File: src/rtl/uart_alu_sequencer.sv
// Command sequencer between the UART and the ALU. It collects an opcode and two
// multi-byte operands, commits them to the ALU, and returns the result one byte at a time.
module uart_alu_sequencer #(
  parameter int NB_DATA        = 16,
  parameter int NB_OP          = 6,
  parameter int TIMEOUT_CYCLES = 100000
) (
  input  logic               i_clk,
  input  logic               i_reset,
  input  logic [7:0]         i_rx_data,
  input  logic               i_rx_done,
  input  logic [NB_DATA-1:0] i_alu_result,
  input  logic               i_tx_busy,
  output logic [NB_DATA-1:0] o_operand_a,
  output logic [NB_DATA-1:0] o_operand_b,
  output logic [NB_OP-1:0]   o_opcode,
  output logic [7:0]         o_tx_data,
  output logic               o_tx_start,
  output logic               o_busy,
  output logic               o_timeout,
  output logic               o_overrun
);

  localparam int NB_BYTES = NB_DATA / 8;
  localparam int CNT_W    = $clog2(NB_BYTES + 1);
  localparam int TMO_W    = $clog2(TIMEOUT_CYCLES + 1);

  typedef enum logic [2:0] {
    IDLE, RX_A, RX_B, EXEC, CAPT, TX_SEND, TX_HOLD
  } state_e;

  state_e             state_q, state_d;
  logic [CNT_W-1:0]   byteCnt_q, byteCnt_d;
  logic [TMO_W-1:0]   tmoCnt_q, tmoCnt_d;
  logic [NB_DATA-1:0] shadowA_q, shadowA_d;
  logic [NB_DATA-1:0] shadowB_q, shadowB_d;
  logic [NB_OP-1:0]   shadowOp_q, shadowOp_d;
  logic [NB_DATA-1:0] opA_q, opA_d;
  logic [NB_DATA-1:0] opB_q, opB_d;
  logic [NB_OP-1:0]   opcode_q, opcode_d;
  logic [NB_DATA-1:0] result_q, result_d;
  logic [7:0]         txData_q, txData_d;
  logic               txStart_q, txStart_d;
  logic               busy_q, busy_d;
  logic               timeout_q, timeout_d;
  logic               overrun_q, overrun_d;

  always_ff @(posedge i_clk or negedge i_reset) begin
    if (!i_reset) begin
      state_q    <= IDLE;
      byteCnt_q  <= '0;
      tmoCnt_q   <= '0;
      shadowA_q  <= '0;
      shadowB_q  <= '0;
      shadowOp_q <= '0;
      opA_q      <= '0;
      opB_q      <= '0;
      opcode_q   <= '0;
      result_q   <= '0;
      txData_q   <= '0;
      txStart_q  <= 1'b0;
      busy_q     <= 1'b0;
      timeout_q  <= 1'b0;
      overrun_q  <= 1'b0;
    end else begin
      state_q    <= state_d;
      byteCnt_q  <= byteCnt_d;
      tmoCnt_q   <= tmoCnt_d;
      shadowA_q  <= shadowA_d;
      shadowB_q  <= shadowB_d;
      shadowOp_q <= shadowOp_d;
      opA_q      <= opA_d;
      opB_q      <= opB_d;
      opcode_q   <= opcode_d;
      result_q   <= result_d;
      txData_q   <= txData_d;
      txStart_q  <= txStart_d;
      busy_q     <= busy_d;
      timeout_q  <= timeout_d;
      overrun_q  <= overrun_d;
    end
  end

  always_comb begin
    state_d    = state_q;
    byteCnt_d  = byteCnt_q;
    tmoCnt_d   = tmoCnt_q;
    shadowA_d  = shadowA_q;
    shadowB_d  = shadowB_q;
    shadowOp_d = shadowOp_q;
    opA_d      = opA_q;
    opB_d      = opB_q;
    opcode_d   = opcode_q;
    result_d   = result_q;
    txData_d   = txData_q;
    txStart_d  = 1'b0;
    timeout_d  = 1'b0;
    overrun_d  = 1'b0;

    case (state_q)
      IDLE: begin
        tmoCnt_d = '0;
        if (i_rx_done) begin
          shadowOp_d = i_rx_data[NB_OP-1:0];
          byteCnt_d  = '0;
          state_d    = RX_A;
        end
      end

      RX_A, RX_B: begin
        // A strobe in the expiry cycle still counts as a byte and restarts the timer.
        if (i_rx_done) begin
          tmoCnt_d = '0;
          for (int i = 0; i < NB_BYTES; i++) begin
            if (byteCnt_q == CNT_W'(i)) begin
              if (state_q == RX_A) shadowA_d[i*8 +: 8] = i_rx_data;
              else                 shadowB_d[i*8 +: 8] = i_rx_data;
            end
          end
          if (byteCnt_q == CNT_W'(NB_BYTES - 1)) begin
            byteCnt_d = '0;
            state_d   = (state_q == RX_A) ? RX_B : EXEC;
          end else begin
            byteCnt_d = byteCnt_q + CNT_W'(1);
          end
        end else if (tmoCnt_q == TMO_W'(TIMEOUT_CYCLES - 1)) begin
          timeout_d  = 1'b1;
          tmoCnt_d   = '0;
          byteCnt_d  = '0;
          shadowA_d  = '0;
          shadowB_d  = '0;
          shadowOp_d = '0;
          state_d    = IDLE;
        end else begin
          tmoCnt_d = tmoCnt_q + TMO_W'(1);
        end
      end

      EXEC: begin
        opA_d    = shadowA_q;
        opB_d    = shadowB_q;
        opcode_d = shadowOp_q;
        state_d  = CAPT;
      end

      CAPT: begin
        result_d  = i_alu_result;
        byteCnt_d = '0;
        state_d   = TX_SEND;
      end

      TX_SEND: begin
        if (!i_tx_busy) begin
          for (int i = 0; i < NB_BYTES; i++) begin
            if (byteCnt_q == CNT_W'(i)) txData_d = result_q[i*8 +: 8];
          end
          txStart_d = 1'b1;
          byteCnt_d = byteCnt_q + CNT_W'(1);
          state_d   = TX_HOLD;
        end
      end

      TX_HOLD: begin
        // Busy is not trusted here; the transmitter needs a cycle to raise it.
        if (byteCnt_q == CNT_W'(NB_BYTES)) begin
          byteCnt_d = '0;
          state_d   = IDLE;
        end else begin
          state_d = TX_SEND;
        end
      end

      default: state_d = IDLE;
    endcase

    overrun_d = i_rx_done && (state_q inside {EXEC, CAPT, TX_SEND, TX_HOLD});
    busy_d    = (state_d != IDLE);
  end

  assign o_operand_a = opA_q;
  assign o_operand_b = opB_q;
  assign o_opcode    = opcode_q;
  assign o_tx_data   = txData_q;
  assign o_tx_start  = txStart_q;
  assign o_busy      = busy_q;
  assign o_timeout   = timeout_q;
  assign o_overrun   = overrun_q;

endmodule
File: config.mk
export PLATFORM = sky130hd
export DESIGN_NAME = uart_alu_sequencer
export DESIGN_NICKNAME = d
export VERILOG_FILES = /design/src/rtl/uart_alu_sequencer.sv
export SDC_FILE = /design/constraint.sdc
export NUM_CORES = 1
export LEC_CHECK = 0
export CAP_MARGIN = 0
export CELL_PAD_IN_SITES_DETAIL_PLACEMENT = 1
export CELL_PAD_IN_SITES_GLOBAL_PLACEMENT = 2
export CORE_MARGIN = 5
export CORE_UTILIZATION = 36
export DETAILED_ROUTE_END_ITERATION = 8
export PLACE_DENSITY = 0.75
export SKIP_LAST_GASP = 1
export SLEW_MARGIN = 20
export SYNTH_ARGS = -nofsm -noshare
export SYNTH_HDL_FRONTEND = slang
export SYNTH_SLANG_ARGS = --single-unit
File: constraint.sdc
create_clock -name i_clk -period 2.2 [get_ports i_clk]
set_input_delay 0.33 -clock i_clk [delete_from_list [all_inputs] [get_ports i_clk]]
set_output_delay 0.33 -clock i_clk [all_outputs]
set_load 0.02 [all_outputs]
; Yosys cells after proc, flatten, opt, wreduce, memory -nomap -nowiden
; Cells that the tools add are included.
; W data, S select, Z words.
[word_totals]
output_inout_bits = 50
word_cells = 94
regBits = 126
[op_classes]
n_reduce_logical = 17
n_mux = 38
n_addsub = 2
n_bitwise = 1
n_eq_ne = 19
[op_table]
columns = operator, count
row1 = $mux W8, 8
row2 = $mux W16, 3
row3 = $mux W17, 2
row4 = $pmux W17 S2, 1
row5 = $reduce_and A4 Y1, 5
row6 = $mux W3, 6
row7 = $mux W6, 3
row8 = $pmux W3 S6, 1
row9 = $add A17 B1 Y17 const B, 1
row10 = $eq A17 B17 Y1 const B, 1
row11 = $mux W2, 6
row12 = $ne A2 B2 Y1 const B, 6
row13 = $pmux W6 S2, 1
row14 = $pmux W2 S5, 1
row15 = $eq A3 B3 Y1 const B, 3
row16 = $eq A3 B2 Y1 const B, 2
row17 = $mux W1, 6
row18 = $ne A2 B1 Y1 const B, 3
row19 = $reduce_bool A2 Y1, 3
row20 = $reduce_and A5 Y1, 1
row21 = $reduce_bool A5 Y1, 1
row22 = $reduce_bool A4 Y1, 1
row23 = $eq A3 B1 Y1 const B, 1
row24 = $logic_not A3 Y1, 1
row25 = 10 further kinds, 10

; Longest topological paths before layout
[depth]
depth_word = 6
ltp_mapped = 8

; Worst setup path before layout
; OpenSTA, ideal clock, no wires.
[synth_timing]
path_type = register -> register
startpoint = reg byteCnt_q[1]
endpoint = reg shadowA_q[10]
path_slack_ns = 0.169
stages_incl_launch_ff = 8
synth_period_minus_slack_ns = 2.031
n_path_buf = 1
arrival_ns = 1.910
cell_sequence = dfrtp_1 inv_1 ha_1 buf_2 nand2_1 nor4_2 nor2_1 a22o_1
[synth_via]
elab_chain_len = 3
[synth_rtl]
columns = item, line
row1 = start: declaration, 33  ; logic [CNT_W-1:0] byteCnt_q, byteCnt_d;
row2 = start signal: assignment, 67  ; byteCnt_q <= byteCnt_d;
row3 = $eq A2 B1 Y1, 115  ; if (byteCnt_q == CNT_W'(i)) begin
row4 = $ne A2 B1 Y1 (no source line), --
row5 = $reduce_and A4 Y1 (no source line), --
row6 = end signal: assignment, 69  ; shadowA_q <= shadowA_d;
row7 = end: declaration, 35  ; logic [NB_DATA-1:0] shadowA_q, shadowA_d;
; Every way passes these cells.
; A chain may end at the register's enable or synchronous reset.

; Final worst setup path
[layout_timing]
startpoint = reg tmoCnt_q[0]
endpoint = reg tmoCnt_q[8]
[layout_via]
elab_chain_len = 4
elab_cells_between_ends = 5
[layout_rtl]
columns = item, line
row1 = start: declaration, 34  ; logic [TMO_W-1:0] tmoCnt_q, tmoCnt_d;
row2 = start signal: assignment, 68  ; tmoCnt_q <= tmoCnt_d;
row3 = $add A17 B1 Y17 or $eq A17 B17 Y1 (tied branches), "135, 126"
row4 = $mux W17 *, 126  ; end else if (tmoCnt_q == TMO_W'(TIMEOUT_CYCLES - 1)) begin
row5 = $mux W17 *, 112  ; if (i_rx_done) begin
row6 = $pmux W17 S2 *, 100  ; case (state_q)
; Every way passes the cells marked *; elsewhere a longest branch is shown, timed or not.

==> metrics.md <==
| Metric | Value |
|---|---|
| Run status | finished clean |
| Post-Syn Nets | 468 |
| Sequential-to-total area share from yosys stat | 58.7% |
| Post CTS Setup Buffer Count | 0 |
| CP Data Arrival Time | 2.33 ns |
| Syn Inst Count | 435 |
| RSZ-0062 raised after global routing | no |
| CP delay by family, top | simple AND/OR/NAND/NOR gates |
| Dominant synthesized flop cell | dfrtp_1 |
| CTS buffer count | 17 |
| Final Non-Filler Cells | 744 |
| CP Capture Type | flip-flop |
| Root buf cell | clkbuf_16 |
| Final Hold Vio Count | 0 |
| Most crowded layer after global routing | met2 |
| CTS tree | done |
| Final setup violation count | 0 |
| Largest net degree at the start of global routing | 46 |
| Finished Core Util | 49.2% |
| Period Utilization, post-route | 91.3% |
| F_max | 498 MHz |
| IO Count | 78 |
| Leak | 3.24 nW |
| Critical Path RT | 2.52 ns |
| R2r startpoint | tmoCnt_q[0] |
| Worst Max-Slew Pin Slew | 0.546 ns |
| Worst path slowest cell | dfrtp_1 |
| Post-layout net count | 581 |
| Critical path depth in cells | 7 |
| Pre-antenna DRT Iters | 4 |
| Average cell area after synthesis | 12.3 um^2 |
| Initial DRC Count | 135 |
| Crit-path cells | ha_1 > and3_1 > and3_1 > a21o_1 > buf_12 > or3_1 > o21ai_0 |
| Initial core utilization | 36.8% |
| Max-cap viol count | 0 |
| Drt via density | 5.11 |
| Total Die Area | 17500 um^2 |
| Syn-to-layout area delta | 33.6% |
| Placeable Area | 14600 um^2 |
| Synth unique cells | 45 |
| CP max stage delay | 0.42 ns |
| Peak VDD IR | 0.000594 V |
| Worst setup path class | reg -> reg |
| Max Slew Vio Count | 0 |
| Synth Warn # | 0 |
| Placer Congestion | 0.761 |
| Gr usage total | 16.4% |
| GR Overflow Total | 0 |
| CP endpoint | tmoCnt_q[8] |
| H-Tree Depth | 4 |
| Post-synthesis instance area | 5370 um^2 |
| Vias in the first global route | 4286 |
| Routing usage on met2 | 27.7% |
| Design area | 7170 um^2 |
| Reg2Reg Depth | 7 |
| Most common cell after layout, fill and taps aside | dfrtp_1 |
| Commonest non-fill, non-tap cells in the layout | dfrtp_1, clkdlybuf4s50_1, mux2_2 |
| Worst slew margin | 63.6% |
| CP most frequent cell | and3_1 |
| Die height | 132 um |
| Startpoint type of the worst setup path | flip-flop |
| Row cnt | 44 |
| EDFF count, synth | 0 |
| FF-to-FF End | tmoCnt_q[8] |
| Share of cells above drive strength 1 | 24.6% |
| GR Layer Usage met1 | 19.9% |
| Wire per inst | 18.4 um |
| Crit-path max FO | 7 |
| IO buf count | 77 |
| Post-synth ARST share | 100% |
| Ant. Diodes | 0 |
| Clock sink count | 126 |
| Inst Count DP | 712 |
| Pwr Total | 10.1 mW |
| Synthesized flop and latch total | 126 |
| Post-DP Area | 6610 um^2 |
| Min Tclk post-route | 2.01 ns |
| FILL cells | 1506 |
| Critical Path Start | tmoCnt_q[0] |
| Clk slew on worst S/H paths | 0.05 ns |
| Vias | 3805 |
| Met3 Use GR | 4.81% |
| Final WL | 13700 um |
| Max Buffers Root-to-Sink | 2 |
| HPWL Detailed | 9690 um |
| FF-to-FF setup slack | 0.19 ns |
| Clock latency on the worst-skew pair | 0.42 ns |
| Clk_skew | 0.00845 ns |
| Critical path buffers and inverters | 1 |
| Remaining antenna violation count | 0 |
| Hold/Removal Path Class | in -> async |
| Drc violations | 0 |
| First-pass GRT wire length | 22900 um |
| Width of the die | 132 um |
| Antenna violations before repair | 0 |
| Sum Neg Setup Slack | 0 ns |
| Power Density | 1400 nW/um^2 |
final cells by class:
cell class                 count  area [um^2]  share of cell area [%]
clock buffer                  26          519                    7.24
clock inverter                 5         30.0                   0.419
inverter                       7         26.3                   0.366
multi-input combinational    282         2100                    29.3
sequential                   126         3150                    44.0
tap                          184          230                    3.21
timing repair buffer         114         1110                    15.5
Yosys cell counts, types with 4 or more instances:
library cell	number	share of area (%)
ha_1	5	1.2
buf_1	5	0.35
a21oi_1	14	1.3
clkbuf_1	5	0.35
a21o_1	6	0.84
nand3_1	17	1.6
and2_1	8	0.93
dfrtp_1	126	59
a22o_1	17	2.8
and3_1	4	0.47
nand2_1	40	2.8
o21ai_0	19	1.8
o311ai_0	4	0.65
mux2i_1	10	1.9
mux2_2	63	13
buf_2	7	0.65
nor2_1	24	1.7
nor3_1	9	0.84
inv_1	6	0.42
mux2_1	8	1.7
per-layer routing:
metal	routed length, um	vias to the layer above
met3	542	16
met1	5910	1938
met4	180	0
met5	0	-
met2	7020	69
li1	-	1782
cells by family (layout without fill, tap and decap cells):
kind of cell,Yosys count,count (layout),synth area share (%)
adder cells (fa/ha/maj),5,5,1.17
XOR/XNOR,2,2,0.326
AO/OA/AOI/OAI,72,72,9.11
buffers and inverters,27,152,2.26
AND/OR/NAND/NOR,122,122,11.7
flip-flops,126,126,58.7
multiplexers,81,81,16.8
what timing repair did:
action,CTS,global route
hold endpoints to repair,37,0
gates resized for setup,0,1
hold buffers,1,0
endpoints found under the setup margin,0,8
metrics by stage:
step / hold slack, ns / setup slack, ns
global route: 0.500 / 0.0661
CTS: 0.451 / 0.0937
global placement: 0.340 / 0.0521
floorplan: 0.0344 / 0.169
detailed placement: 0.356 / 0.0387
finish: 0.447 / 0.192
power breakdown:
group          internal [mW]  switching [mW]  total [mW]
combinational           1.91            1.81        3.72
sequential              3.22           0.558        3.78
clock                   1.61           0.968        2.57
total                   6.73            3.34        10.1
how the worst min path moves through the flow:
stage | start | end | slack [ns] | cells past startpoint
2_1_floorplan | i_reset | byteCnt_q[0] | 0.03 | 0
3_3_place_gp | i_reset | o_opcode[0] | 0.34 | 1
3_5_place_dp | i_reset | o_opcode[3] | 0.36 | 1
4_1_cts | i_reset | o_opcode[3] | 0.45 | 2
5_1_grt | i_reset | o_opcode[0] | 0.50 | 2
6_report | i_reset | o_opcode[3] | 0.45 | 2
sequential cells by signal, summed over array words and instances (netlist names):
| name | count |
|---|---|
| tmoCnt_q | 17 |
| o_operand_a | 16 |
| o_operand_b | 16 |
| result_q | 16 |
| shadowA_q | 16 |
| shadowB_q | 16 |
| o_tx_data | 8 |
| o_opcode | 6 |
| shadowOp_q | 6 |
| state_q | 3 |
| byteCnt_q | 2 |
| o_busy | 1 |
| o_overrun | 1 |
| o_timeout | 1 |
| o_tx_start | 1 |
No activity file was read; power rests on OpenSTA's default activity.
==> RTL edit: new RTL, config.mk and constraints unchanged <==
Register the inputs `i_rx_data`, `i_rx_done`, `i_alu_result` and `i_tx_busy` before use. The logic sees them one clock later.
--- a/src/rtl/uart_alu_sequencer.sv
+++ b/src/rtl/uart_alu_sequencer.sv
@@ -28,6 +28,18 @@
   typedef enum logic [2:0] {
     IDLE, RX_A, RX_B, EXEC, CAPT, TX_SEND, TX_HOLD
   } state_e;
+
+  logic [7:0] i_rx_data_q;
+  logic i_rx_done_q;
+  logic [NB_DATA-1:0] i_alu_result_q;
+  logic i_tx_busy_q;
+
+  always_ff @(posedge i_clk) begin
+    i_rx_data_q    <= i_rx_data;
+    i_rx_done_q    <= i_rx_done;
+    i_alu_result_q <= i_alu_result;
+    i_tx_busy_q    <= i_tx_busy;
+  end
 
   state_e             state_q, state_d;
   logic [CNT_W-1:0]   byteCnt_q, byteCnt_d;
@@ -100,8 +112,8 @@
     case (state_q)
       IDLE: begin
         tmoCnt_d = '0;
-        if (i_rx_done) begin
-          shadowOp_d = i_rx_data[NB_OP-1:0];
+        if (i_rx_done_q) begin
+          shadowOp_d = i_rx_data_q[NB_OP-1:0];
           byteCnt_d  = '0;
           state_d    = RX_A;
         end
@@ -109,12 +121,12 @@
 
       RX_A, RX_B: begin
         // A strobe in the expiry cycle still counts as a byte and restarts the timer.
-        if (i_rx_done) begin
+        if (i_rx_done_q) begin
           tmoCnt_d = '0;
           for (int i = 0; i < NB_BYTES; i++) begin
             if (byteCnt_q == CNT_W'(i)) begin
-              if (state_q == RX_A) shadowA_d[i*8 +: 8] = i_rx_data;
-              else                 shadowB_d[i*8 +: 8] = i_rx_data;
+              if (state_q == RX_A) shadowA_d[i*8 +: 8] = i_rx_data_q;
+              else                 shadowB_d[i*8 +: 8] = i_rx_data_q;
             end
           end
           if (byteCnt_q == CNT_W'(NB_BYTES - 1)) begin
@@ -144,13 +156,13 @@
       end
 
       CAPT: begin
-        result_d  = i_alu_result;
+        result_d  = i_alu_result_q;
         byteCnt_d = '0;
         state_d   = TX_SEND;
       end
 
       TX_SEND: begin
-        if (!i_tx_busy) begin
+        if (!i_tx_busy_q) begin
           for (int i = 0; i < NB_BYTES; i++) begin
             if (byteCnt_q == CNT_W'(i)) txData_d = result_q[i*8 +: 8];
           end
@@ -173,7 +185,7 @@
       default: state_d = IDLE;
     endcase
 
-    overrun_d = i_rx_done && (state_q inside {EXEC, CAPT, TX_SEND, TX_HOLD});
+    overrun_d = i_rx_done_q && (state_q inside {EXEC, CAPT, TX_SEND, TX_HOLD});
     busy_d    = (state_d != IDLE);
   end
 
Behaviour: not the same (a bounded check fails within 4 cycles, from zero or initial values and one cycle with i_reset low).
==> RTL edit against the original RTL <==
Synthesized area rose by 12%; sequential share of layout area is 2.8 points higher; die area is 11% higher; hold slack worse by 0.099 ns; power rose by 10%; final area is 9.6% higher; synthesized cell count grew 12%; global-route usage fell by 0.60 points; worst setup slack got worse by 0.047 ns; sequential cell count increased by 26; wire length rose by 5.6%; combinational power increased by 1%; critical path type unchanged; largest cell class unchanged; largest power group unchanged; highest routed layer unchanged.
==> RTL edit: results <==
placement:
  finalWeightedCongestion: 0.7641
  dp_hpwl_um: 10070
cells_and_area:
  seq_area_share_pct: 46.74
  area_share_clock_buf_inv_pct: 7.975
  num-multi-input-gates: 305
  fillerInstances: 1727
  drive_above_1_share_pct: 24.09
  layout.buffer.nonclock.area_share_pct: 13.59
  clock_buffers: 18
timing:
  timing.max_slew.rel_slack_pct: 57.10
  finalHoldWorstSlack_ns: 0.3483
  worst_clock_skew_ns: 0.006299
status:
  run_status: "finished, final reports clean"
worst_setup_path:
  cpPeakStageDelay_ns: 0.47
  critPathArrivalTime_ns: 2.41
  worstSetupEndpoint: "tmoCnt_q[15]$_DFFE_PN0P_"
  r2r-start: "tmoCnt_q[1]$_DFFE_PN0P_"
  cpMaxStageDelayCell: "or3b_4"
synthesis:
  postSynthNetCount: 521
  synth-adder-area-share_pct: 1.043
  postSynth.asyncResetShare_pct: 82.89
  synth-compound-area-share_pct: 8.241
  synthTopCellsByCount: "dfrtp_1 (126), mux2_2 (73), nand2_1 (56), dfxtp_1 (26), o21ai_0 (25)"
  yosys.area_share.xor_xnor_pct: 0.1460
hold_path:
  timing.hold.worst.class: "primary input to register"
drt:
  wl_per_cell_um: 17.45
clocking:
  tritoncts_num_sinks: 152
global_routing:
  wire_length_of_the_first_global_routing_pass_um: 24630
  vias_in_the_first_global_route: 4641
  maximum_number_of_pins_on_one_net_before_global_route_repair: 47
  grtUsageTotal_pct: 15.80
power_and_ir_drop:
  max-vdd-ir-drop_mv: 0.7392
  total_leakage_power_nw: 3.446
[RTL edit: changes by cell type in the layout (fill, tap and decap cells not counted), sizes merged, moves of 5 or more]
cell | before | now
a22o | 17 | 7
nand3 | 17 | 9
dfxtp | 0 | 26
a31oi | 1 | 8
nand2 | 40 | 56
a21oi | 14 | 19
clkbuf | 26 | 18
o21ai | 19 | 29
[RTL edit: layer usage]
| layer | up-vias | global-route usage, % | routed length, µm |
|---|---|---|---|
| li1 | 1927 | - | - |
| met1 | 2093 | 20.69 | 6624 |
| met2 | 70 | 25.77 | 7128 |
| met3 | 9 | 4.448 | 520 |
| met4 | 0 | 4.480 | 140 |
| met5 | - | 0 | 0 |
[RTL edit: metrics by stage]
stage	instance area [µm²]	util [%]	power (mW)	cells
floorplan	5997	-	6.378	488
global placement	7198	43.72	7.911	791
detailed placement	7198	43.72	8.066	791
CTS	7835	47.58	11.24	824
global route	7860	47.74	11.77	826
finish	7860	47.74	11.10	826
